**src/rtl/csr_pkg.sv**
```systemverilog
// Shared definitions for the FP CSR access path: addresses, op/funct3
// encodings, controller state and the captured request payload.
package csr_pkg;

  localparam int unsigned CSR_XLEN   = 32;
  localparam int unsigned CSR_ADDR_W = 12;
  localparam int unsigned REG_IDX_W  = 5;
  localparam int unsigned FUNCT3_W   = 3;

  localparam logic [CSR_ADDR_W-1:0] CSR_FFLAGS = 12'h001;
  localparam logic [CSR_ADDR_W-1:0] CSR_FRM    = 12'h002;
  localparam logic [CSR_ADDR_W-1:0] CSR_FCSR   = 12'h003;

  // Register-file operation applied to the selected CSR
  typedef enum logic [1:0] {
    CSR_OP_RW = 2'b00,
    CSR_OP_RS = 2'b01,
    CSR_OP_RC = 2'b10
  } csr_op_e;

  localparam logic [FUNCT3_W-1:0] F3_CSRRW  = 3'b001;
  localparam logic [FUNCT3_W-1:0] F3_CSRRS  = 3'b010;
  localparam logic [FUNCT3_W-1:0] F3_CSRRC  = 3'b011;
  localparam logic [FUNCT3_W-1:0] F3_CSRRWI = 3'b101;
  localparam logic [FUNCT3_W-1:0] F3_CSRRSI = 3'b110;
  localparam logic [FUNCT3_W-1:0] F3_CSRRCI = 3'b111;

  typedef enum logic [1:0] {
    ST_IDLE   = 2'd0,
    ST_DRAIN  = 2'd1,
    ST_ACCESS = 2'd2,
    ST_RESP   = 2'd3
  } csr_state_e;

  typedef struct packed {
    logic [FUNCT3_W-1:0]   funct3;
    logic [CSR_ADDR_W-1:0] addr;
    logic [CSR_XLEN-1:0]   rs1_data;
    logic [REG_IDX_W-1:0]  rs1_idx;
    logic [REG_IDX_W-1:0]  rd_idx;
  } csr_req_t;

  // True for the three CSRs implemented by the FP register file
  function automatic logic csr_addr_supported(input logic [CSR_ADDR_W-1:0] addr);
    return (addr == CSR_FFLAGS) || (addr == CSR_FRM) || (addr == CSR_FCSR);
  endfunction

endpackage

```
**src/rtl/csr_access_ctrl.sv**
```systemverilog
// Initiator for FP CSR accesses: accepts one decoded CSR instruction, waits
// for in-flight FPU ops to drain, performs a single register-file access
// cycle and returns the old CSR value to writeback.
// Build option: define CSR_ILLEGAL_TRAP_EN to flag accesses to unsupported
// addresses and non-CSR funct3 values as illegal without touching the
// register file.
module csr_access_ctrl
  import csr_pkg::*;
#(
  parameter int unsigned XLEN = CSR_XLEN
) (
  input  logic                  i_clk,
  input  logic                  i_rst_n,
  input  logic                  i_req_valid,
  output logic                  o_req_ready,
  input  logic [2:0]            i_req_funct3,
  input  logic [11:0]           i_req_addr,
  input  logic [XLEN-1:0]       i_req_rs1_data,
  input  logic [4:0]            i_req_rs1_idx,
  input  logic [4:0]            i_req_rd_idx,
  input  logic                  i_fpu_busy,
  output logic                  o_busy,
  output logic [11:0]           o_csr_addr,
  output logic [1:0]            o_csr_op,
  output logic                  o_csr_write,
  output logic [XLEN-1:0]       o_csr_wr_data,
  input  logic [XLEN-1:0]       i_csr_rd_data,
  output logic                  o_rsp_valid,
  input  logic                  i_rsp_ready,
  output logic [4:0]            o_rsp_rd_idx,
  output logic                  o_rsp_rd_we,
  output logic [XLEN-1:0]       o_rsp_data,
  output logic                  o_rsp_illegal
);

  csr_state_e state_q;
  csr_state_e state_d;
  csr_req_t   req_q;

  logic accept;
  logic no_access_c;
  logic illegal_c;

  // Status outputs are plain decodes of the state register
  assign o_req_ready = (state_q == ST_IDLE);
  assign o_busy      = (state_q != ST_IDLE);
  assign o_rsp_valid = (state_q == ST_RESP);
  assign accept      = i_req_valid && o_req_ready;

  // Requests that skip the register-file access entirely
`ifdef CSR_ILLEGAL_TRAP_EN
  assign no_access_c = (i_req_funct3[1:0] == 2'b00) || !csr_addr_supported(i_req_addr);
  assign illegal_c   = no_access_c;
`else
  assign no_access_c = (i_req_funct3[1:0] == 2'b00);
  assign illegal_c   = 1'b0;
`endif

  // State register
  always_ff @(posedge i_clk or negedge i_rst_n) begin
    if (!i_rst_n) begin
      state_q <= ST_IDLE;
    end else begin
      state_q <= state_d;
    end
  end

  // Next-state and register-file port drive (port is only live in ACCESS)
  always_comb begin
    state_d       = state_q;
    o_csr_addr    = '0;
    o_csr_op      = '0;
    o_csr_write   = 1'b0;
    o_csr_wr_data = '0;
    case (state_q)
      ST_IDLE: begin
        if (accept) begin
          if (no_access_c) begin
            state_d = ST_RESP;
          end else if (i_fpu_busy) begin
            state_d = ST_DRAIN;
          end else begin
            state_d = ST_ACCESS;
          end
        end
      end
      ST_DRAIN: begin
        if (!i_fpu_busy) begin
          state_d = ST_ACCESS;
        end
      end
      ST_ACCESS: begin
        state_d       = ST_RESP;
        o_csr_addr    = req_q.addr;
        o_csr_op      = 2'(req_q.funct3[1:0] - 2'd1);
        o_csr_wr_data = req_q.funct3[2] ? XLEN'(req_q.rs1_idx) : XLEN'(req_q.rs1_data);
        o_csr_write   = (req_q.funct3[1:0] == 2'b01) || (req_q.rs1_idx != 5'd0);
      end
      ST_RESP: begin
        if (i_rsp_ready) begin
          state_d = ST_IDLE;
        end
      end
      default: state_d = ST_IDLE;
    endcase
  end

  // Capture the whole request on the accept edge
  always_ff @(posedge i_clk or negedge i_rst_n) begin
    if (!i_rst_n) begin
      req_q <= '0;
    end else if (accept) begin
      req_q.funct3   <= i_req_funct3;
      req_q.addr     <= i_req_addr;
      req_q.rs1_data <= CSR_XLEN'(i_req_rs1_data);
      req_q.rs1_idx  <= i_req_rs1_idx;
      req_q.rd_idx   <= i_req_rd_idx;
    end
  end

  logic rsp_illegal_q;

  // Response payload: loaded at accept for skipped requests, at the end of
  // the access cycle otherwise, and cleared once writeback takes it
  always_ff @(posedge i_clk or negedge i_rst_n) begin
    if (!i_rst_n) begin
      o_rsp_data    <= '0;
      o_rsp_rd_we   <= 1'b0;
      o_rsp_rd_idx  <= '0;
      rsp_illegal_q <= 1'b0;
    end else if (accept && no_access_c) begin
      o_rsp_data    <= '0;
      o_rsp_rd_we   <= 1'b0;
      o_rsp_rd_idx  <= i_req_rd_idx;
      rsp_illegal_q <= illegal_c;
    end else if (state_q == ST_ACCESS) begin
      o_rsp_data    <= i_csr_rd_data;
      o_rsp_rd_we   <= (req_q.rd_idx != 5'd0);
      o_rsp_rd_idx  <= req_q.rd_idx;
      rsp_illegal_q <= 1'b0;
    end else if ((state_q == ST_RESP) && i_rsp_ready) begin
      o_rsp_data    <= '0;
      o_rsp_rd_we   <= 1'b0;
      o_rsp_rd_idx  <= '0;
      rsp_illegal_q <= 1'b0;
    end
  end

`ifdef CSR_ILLEGAL_TRAP_EN
  assign o_rsp_illegal = rsp_illegal_q;
`else
  assign o_rsp_illegal = 1'b0;
  logic unused_illegal;
  assign unused_illegal = rsp_illegal_q ^ illegal_c;
`endif

endmodule

```
**config.mk**
```make
export PLATFORM = sky130hd
export DESIGN_NAME = csr_access_ctrl
export DESIGN_NICKNAME = d
export VERILOG_FILES = /design/src/rtl/csr_pkg.sv /design/src/rtl/csr_access_ctrl.sv
export SDC_FILE = /design/constraint.sdc
export NUM_CORES = 1
export LEC_CHECK = 0
export CAP_MARGIN = 20
export CORE_MARGIN = 10
export CORE_UTILIZATION = 42
export DETAILED_ROUTE_END_ITERATION = 12
export MAX_ROUTING_LAYER = met4
export PLACE_DENSITY_LB_ADDON = 0.15
export SLEW_MARGIN = 15
export SYNTH_ARGS = -nofsm -noshare
export SYNTH_HDL_FRONTEND = slang
export SYNTH_SLANG_ARGS = --single-unit
```
**constraint.sdc**
```tcl
create_clock -name i_clk -period 1.9 [get_ports i_clk]
set_clock_uncertainty 0.2 [all_clocks]
set_input_delay 0.19 -clock i_clk [delete_from_list [all_inputs] [get_ports i_clk]]
set_output_delay 0.19 -clock i_clk [all_outputs]
set_load 0.02 [all_outputs]
```
After elaboration in Yosys (flattened, before gate mapping)
Cells that the tools add are included.
{"block": "word_totals", "ff_bits": 97, "inputBits": 94, "output_inout_bits": 89}
{"block": "op_classes", "add_sub_neg": 1, "eq_ne": 7, "n_mux": 20, "reduce_logical": 11}
{"operator": "32-bit 2-to-1 mux", "n": 5}
{"operator": "5-bit 2-to-1 mux", "n": 3}
{"operator": "12-bit 2-to-1 mux", "n": 1}
{"operator": "2-bit 2-to-1 mux", "n": 6}
{"operator": "5-bit nonzero test", "n": 2}
{"operator": "2-bit one-hot mux with 4 select lines", "n": 1}
{"operator": "2-bit by 1-bit equality test with 1-bit output (second input constant)", "n": 2}
{"operator": "2-bit equality test (second input constant)", "n": 2}
{"operator": "2-bit logical NOT", "n": 2}
{"operator": "1-bit 2-to-1 mux", "n": 4}
{"operator": "2-bit by 1-bit inequality test with 1-bit output (second input constant)", "n": 2}
{"operator": "1-bit logical AND", "n": 3}
{"operator": "3-bit AND reduction", "n": 1}
{"operator": "3-bit nonzero test", "n": 1}
{"operator": "2-bit inequality test (second input constant)", "n": 1}
{"operator": "2-bit nonzero test", "n": 1}
{"operator": "2-bit by 1-bit subtractor with 2-bit output (second input constant)", "n": 1}
{"operator": "1-bit logical OR", "n": 1}

Depth between registers and ports, before layout
Gate-level depths: netlist of the first run.
{"block": "depth", "ltp_word": 5, "mapped_depth": 8, "mapped_depth_nobuf": 5}

Worst setup path after synthesis of the first run
No wires, ideal clock.
{"block": "synth_timing", "path_type": "register to register", "from": "reg state_q[0]", "to": "reg req_q[2] (netlist bit)", "setup_ps": 127, "arrival_time_ps": 1509, "required_time_ps": 1573, "path_slack_ps": 63, "path_stages_with_launch": 7, "synth_period_minus_slack_ps": 1837, "path_cell_list": "dfrtp_1 > inv_1 > ha_1 > nand2_1 > buf_6 > buf_6 > mux2_1"}
{"block": "synth_via", "elab_chain_cells": 2}
{"element": "start: declaration", "line": "csr_access_ctrl.sv:36", "text": "csr_state_e state_q;"}
{"element": "start signal: assignment", "line": "csr_access_ctrl.sv:64", "text": "state_q <= state_d;"}
{"element": "2-bit logical NOT", "line": "csr_access_ctrl.sv:45", "text": "assign o_req_ready = (state_q == ST_IDLE);"}
{"element": "net o_req_ready", "line": "csr_access_ctrl.sv:15", "text": "output logic o_req_ready,"}
{"element": "1-bit logical AND", "line": "csr_access_ctrl.sv:48", "text": "assign accept = i_req_valid && o_req_ready;"}
{"element": "end: declaration", "line": "csr_access_ctrl.sv:38", "text": "csr_req_t req_q;"}
The timed path passes the listed nets, and every way through them passes these cells.
A chain may end at the register's enable or synchronous reset.

Worst setup path after layout of the first run
{"block": "layout_timing", "from": "reg req_q[9] (netlist bit)", "to": "out o_csr_write"}
{"block": "layout_via", "elab_chain_cells": 3}
{"element": "5-bit nonzero test", "line": "csr_access_ctrl.sv:97", "text": "o_csr_write = (req_q.funct3[1:0] == 2'b01) || (req_q.rs1_idx != 5'd0);"}
{"element": "1-bit logical OR", "line": "csr_access_ctrl.sv:97"}
{"element": "1-bit 2-to-1 mux", "line": "csr_access_ctrl.sv:75", "text": "case (state_q)"}
{"element": "end: declaration", "line": "csr_access_ctrl.sv:25", "text": "output logic o_csr_write,"}
Every way passes these cells.

==> out/qor.yml, run 1 <==
outcome:
  status: "finished, violations left"
  violations: "negative setup slack"
synthesis:
  syn-num-nets: 441
  avgSynthCellArea_um2: 12.43
  synthTopCellsByCount: "dfrtp_1 (97), mux2_2 (53), and2_1 (40)"
  synth-edff-count: 0
  postSynthCellCount: 341
  synth_top_area_cell: "dfrtp_1"
  synth_most_common_cell: "dfrtp_1"
  async_reset_ff_frac: 1.000
  ys_ff_latch: 97
  yosys_warnings: 0
  netlist_top_cells_area: "dfrtp_1 (57%), mux2_2 (14%), a22oi_1 (6.6%)"
  synth_top_area_frac: 0.5724
  seq_area_frac_synth: 0.5724
  synthDistinctLibCells: 27
  syn_area_um2: 4240
  synth_top_flop_cell: "dfrtp_1"
clock_tree:
  clockBufferDepth: 2
  cts_sinks: 97
  cts_tree: "yes"
  cts_root_buf: "clkbuf_8"
  clkTransAtPathRegs_ns: 0.09
  clkLatencyLatePin_ns: 0.37
  htree_levels: 3
  numCtsBuffers: 9
critical_path:
  cp-start-kind: "register"
  crit_family: "simple AND/OR/NAND/NOR gates"
  arrival_ns: 1.68
  path_buf_inv: 1
  critPathSlowestCell: "or4_4"
  cp_slowest_stage_delay_ns: 0.53
  end_kind: "output port"
  critPathKind: "reg2out"
  path_max_fanout: 2
  crit_required_ns: 1.51
  crit_path_cell_trace: "or4_4 -> o31a_1 -> buf_6"
timing:
  worst_slack_ns: -0.1696
  grt_setup_unrepaired: "yes"
  maxSlewHeadroom: 0.6429
  period_minus_slack_ns: 2.070
  fmax_mhz: 483.2
  fin_crit_sh: 1.089
  slew_violations: 0
  hold_viol_final: 0
  setup_viol: 28
  tightest_slew_ns: 0.5356
placed_design:
  dp.cells: 649
  routabilityCongestion: 0.7384
  numPortBuffers: 181
  pre_cts_ws_ns: -0.2831
  dpl.hpwl_um: 8937
drt:
  antenna_left: 0
  routedWlPerCell_um: 18.86
  first_iter_violations: 168
  drc: 0
  num_vias: 3343
  wirelength_um: 12770
  firstDrtPassIters: 4
  viasPerCell: 4.938
power_and_ir_drop:
  p_leak_nw: 3.043
  power.density_nw_per_um2: 1702
  vdd_drop_max_mv: 0.7721
grt:
  grt_max_degree: 98
  grt_pass1_vias: 3607
  track_usage: 0.1729
  grt_overflow: 0
  antenna_found_initial: 0
  grt_pass1_wl_um: 19380
floorplanning:
  die-area_um2: 14520
  die_w_um: 120.5
  fp.dieH_um: 120.5
  num_io_pins: 183
  core_region_area_um2: 9819
  start_util: 0.4318
  rows: 36
cells_and_area:
  nets: 640
  layout-drive-gt1-share: 0.3566
  fillCellCount: 759
  utilization: 0.6883
  final_cells: 677
  diodes: 0
  area_delta_synth_final_pct: 59.40
run:
  drv_cap: 0
hold_path:
  holdCritPathClass: "in2async"
## what timing repair did
item	in CTS	in global routing
buffers inserted	0	9
gates resized for setup	293	30
setup endpoints to repair	87	68
gates cloned	3	1
endpoints found under the hold margin	97	0
hold buffers	1	0
pin swaps	24	4
## where the power goes
part           internal [mW]  switching [mW]  leakage, nW
logic                   3.43            3.08         1.76
clock network          0.670           0.696        0.102
registers               3.08           0.553         1.18
total                   7.18            4.33         3.04
## cell usage in the layout (no fill, tap or decap), types with 3 or more instances in the layout
master,instances
clkbuf_8,11
buf_4,22
a22oi_1,37
nor2_1,33
buf_2,13
dfrtp_1,97
buf_12,7
and2_1,9
o21ai_0,3
ha_1,3
clkdlybuf4s50_1,130
mux2_2,53
ha_4,3
mux2i_1,7
buf_6,39
inv_1,4
o21ai_1,3
nand2_1,8
mux2_1,3
and2_4,31
nor2b_1,3
## registers in the layout (all words and copies together) (netlist names)
name          cells
req_q            57
state_q           2
o_rsp_rd_idx      5
o_rsp_rd_we       1
o_rsp_data       32
## final timing paths
check	from	endpoint	slack [ns]	depth (start not counted)
max reg2reg	state_q[0]	req_q[51]	0.05	7
max	req_q[9]	o_csr_write	-0.17	3
max in group asynchronous	i_rst_n	state_q[1]	0.87	3
min	i_rst_n	o_rsp_data[29]	0.19	3
min in group i_clk	i_req_rd_idx[2]	o_rsp_rd_idx[2]	0.20	3
min reg2reg	req_q[52]	req_q[52]	0.30	1
## layer usage
metal  part of all wire  wire length (µm)  global-route usage
met1               0.43              5516              0.2068
met4              0.014               180             0.06033
met5                  0                 0                   -
met3              0.069               877             0.04746
met2               0.49              6198              0.2760
## metrics by stage
stage                     instance area, µm²  setup TNS [ns]  hold WS (ns)  power (mW)
after floorplan                         4240               0       -0.3056       6.827
after global placement                  6267          -12.99       0.08891       9.272
after detailed placement                6267          -14.89       0.09006       9.457
after CTS                               6540          -4.342        0.1917       11.08
after global routing                    6759          -5.429        0.2082       12.19
final                                   6759          -3.618        0.1928       11.50
## cell type report
| cell class | count | area, µm² | share of cell area |
|---|---|---|---|
| Timing Repair Buffer | 213 | 2146 | 0.3175 |
| Multi-Input combinational cell | 214 | 1805 | 0.2671 |
| Inverter | 5 | 18.77 | 0.002777 |
| Tap cell | 133 | 166.4 | 0.02462 |
| Clock inverter | 3 | 40.04 | 0.005924 |
| Clock buffer | 12 | 155.1 | 0.02295 |
| Sequential cell | 97 | 2427 | 0.3591 |
## worst register-to-register path: cells and delay by family (launching register included)
kind | cells | cell delay [ns]
fa+ha+maj | 1 | 0.17
buf+inv | 4 | 0.53
flops | 1 | 0.37
mux | 1 | 0.37
simple gates | 1 | 0.08
## cell families (layout without fill, tap and decap cells)
logic type      after synthesis  in the layout  synth area share
mux                          64             64            0.1679
other cells                   1              1         0.0008844
compound gates               49             50           0.08292
simple gates                 93             93            0.1163
buf+inv                      31            233           0.04190
flops                        97             97            0.5724
fa+ha+maj                     6              6           0.01770
(Power assumes the default switching activity.)
==> inputs of run 2 (changes only) <==
--- a/config.mk
+++ b/config.mk
@@ -7,11 +7,12 @@
 export LEC_CHECK = 0
 export CAP_MARGIN = 20
 export CORE_MARGIN = 10
-export CORE_UTILIZATION = 42
+export CORE_UTILIZATION = 30
+export CTS_CLUSTER_SIZE = 40
 export DETAILED_ROUTE_END_ITERATION = 12
 export MAX_ROUTING_LAYER = met4
 export PLACE_DENSITY_LB_ADDON = 0.15
-export SLEW_MARGIN = 15
+export SLEW_MARGIN = 10
 export SYNTH_ARGS = -nofsm -noshare
 export SYNTH_HDL_FRONTEND = slang
 export SYNTH_SLANG_ARGS = --single-unit
==> run 2 against run 1 <==
Net effect: the flow still finishes with violations (negative setup slack); critical endpoint unchanged; hold slack worse by 0.11 ns; first-iteration DRC count is 15% lower; global-route usage is 4.0 points lower; clock power is 42% higher.
==> out/qor.yml, run 2 (same netlist as run 1, synthesis figures left out) <==
critical_path:
  cp-start-kind: "register"
  path_max_fanout: 2
  reg2reg_from: "state_q[0]"
  crit_required_ns: 1.51
  critPathSlowestCell: "or4_1"
  cp_slowest_stage_delay_ns: 0.52
  path_buf_inv: 1
  r2r_cells: 9
  crit_path_cell_trace: "or4_1 -> o31a_1 -> buf_6"
  r2r_slack_ns: 0.07
  r2r-end: "o_rsp_data[21]"
  end_kind: "output port"
  critPathKind: "reg2out"
  arrival_ns: 1.63
  crit_family: "simple AND/OR/NAND/NOR gates"
floorplanning:
  core_region_area_um2: 13880
  rows: 43
  fp.dieH_um: 138.9
  num_io_pins: 183
  die-area_um2: 19290
  start_util: 0.3055
  die_w_um: 138.9
grt:
  grt_pass1_vias: 3573
  antenna_found_initial: 0
  track_usage: 0.1334
  grt_overflow: 0
  grt_pass1_wl_um: 20190
  grt_max_degree: 53
timing:
  setup_viol: 28
  slew_violations: 0
  fin_crit_sh: 1.064
  grt_setup_unrepaired: "yes"
  period_minus_slack_ns: 2.022
  fmax_mhz: 494.5
  worst_slack_ns: -0.1223
  hold_viol_final: 0
drt:
  routedWlPerCell_um: 18.16
  wirelength_um: 13110
  num_vias: 3329
  firstDrtPassIters: 4
  antenna_left: 0
  viasPerCell: 4.611
  first_iter_violations: 143
  drc: 0
cells_and_area:
  area_delta_synth_final_pct: 62.17
  utilization: 0.4954
  layout_commonest_cell: "clkdlybuf4s50_1"
  diodes: 0
  largest_reg_flops: 57
  nets: 639
  layout-drive-gt1-share: 0.3303
  final_cells: 722
  most-common-layout-cells: "clkdlybuf4s50_1 (130), dfrtp_1 (97), mux2_2 (53)"
  reg.largest.list: "req_q (57), o_rsp_data (32), o_rsp_rd_idx (5)"
  regMostFlops: "req_q"
placed_design:
  dpl.hpwl_um: 9172
  routabilityCongestion: 0.7284
  pre_cts_ws_ns: -0.2418
  numPortBuffers: 181
  dp.cells: 699
power_and_ir_drop:
  vdd_drop_max_mv: 0.5106
  p_leak_nw: 3.073
  power_mw: 11.99
  power.density_nw_per_um2: 1744
clock_tree:
  clkLatencyLatePin_ns: 0.34
  clkTransAtPathRegs_ns: 0.06
  cts_root_buf: "clkbuf_16"
  clockBufferDepth: 2
  numCtsBuffers: 9
  cts_sinks: 97
  cts_tree: "yes"
  htree_levels: 3
outcome:
  violations: "negative setup slack"
  status: "finished, violations left"
run:
  drv_cap: 0
hold_path:
  holdCritPathClass: "in2async"
-- run 2: changes by cell type in the layout (fill, tap and decap cells not counted), sizes merged --
cell	delta
bufinv	+1
a21oi	-1
buf	-4
clkbuf	+3
clkinv	-1
-- run 2: final cells by class --
| type | instances | area [µm²] |
|---|---|---|
| Inverter | 5 | 18.77 |
| Sequential cell | 97 | 2427 |
| Tap cell | 180 | 225.2 |
| Timing Repair Buffer | 213 | 2156 |
| Clock inverter | 3 | 65.06 |
| Clock buffer | 11 | 252.7 |
| Multi-Input combinational cell | 213 | 1732 |
| Fill cell | 1240 | 7004 |
-- run 2: through the flow --
step / TNS [ns] / hold WS (ns) / area [µm²]
after global routing: -3.254 / 0.09456 / 6877
final: -1.706 / 0.07823 / 6877
after floorplan: 0 / -0.3056 / 4240
after global placement: -8.572 / -0.1364 / 6376
after CTS: -4.569 / 0.06814 / 6832
after detailed placement: -11.03 / -0.1359 / 6376
-- run 2: how the worst max path moves through the flow --
stage	end	slack, ns	depth (start not counted)	startpoint
floorplan	req_q[2]	0.06	6	state_q[0]
global placement	o_csr_wr_data[11]	-0.21	6	state_q[0]
detailed placement	o_csr_wr_data[11]	-0.24	6	state_q[0]
CTS	o_csr_wr_data[27]	-0.18	7	state_q[0]
global route	o_csr_write	-0.19	3	req_q[9]
finish	o_csr_write	-0.12	3	req_q[9]
-- run 2: layer usage --
layer / vias up / global-route usage / part of all wire
met2: 137 / 0.1979 / 0.47
met4: 0 / 0.05491 / 0.018
li1: 1564 / - / -
met1: 1608 / 0.1636 / 0.44
met3: 20 / 0.04418 / 0.071
met5: - / - / 0
-- run 2: timing repair --
action | CTS | global route
hold endpoints to repair | 97 | 0
buffers inserted | 1 | 3
endpoints found under the setup margin | 90 | 80
cloned | 1 | 4
gates resized for setup | 241 | 51
hold buffers | 1 | 0
pin swaps | 1 | 2
-- run 2: power by group --
| group | switching [mW] | internal, mW |
|---|---|---|
| Clock | 0.739 | 1.21 |
| Sequential | 0.553 | 3.08 |
| Combinational | 3.02 | 3.38 |
-- run 2: worst reg2reg max path, stage by stage, from the launching register on --
cell and delay (ns):
dfrtp_1 0.38, inv_2 0.08, ha_4 0.15, buf_6 0.15
buf_12 0.15, a21oi_4 0.04, buf_4 0.16, clkbuf_16 0.17
a22oi_1 0.18, nor2_1 0.06
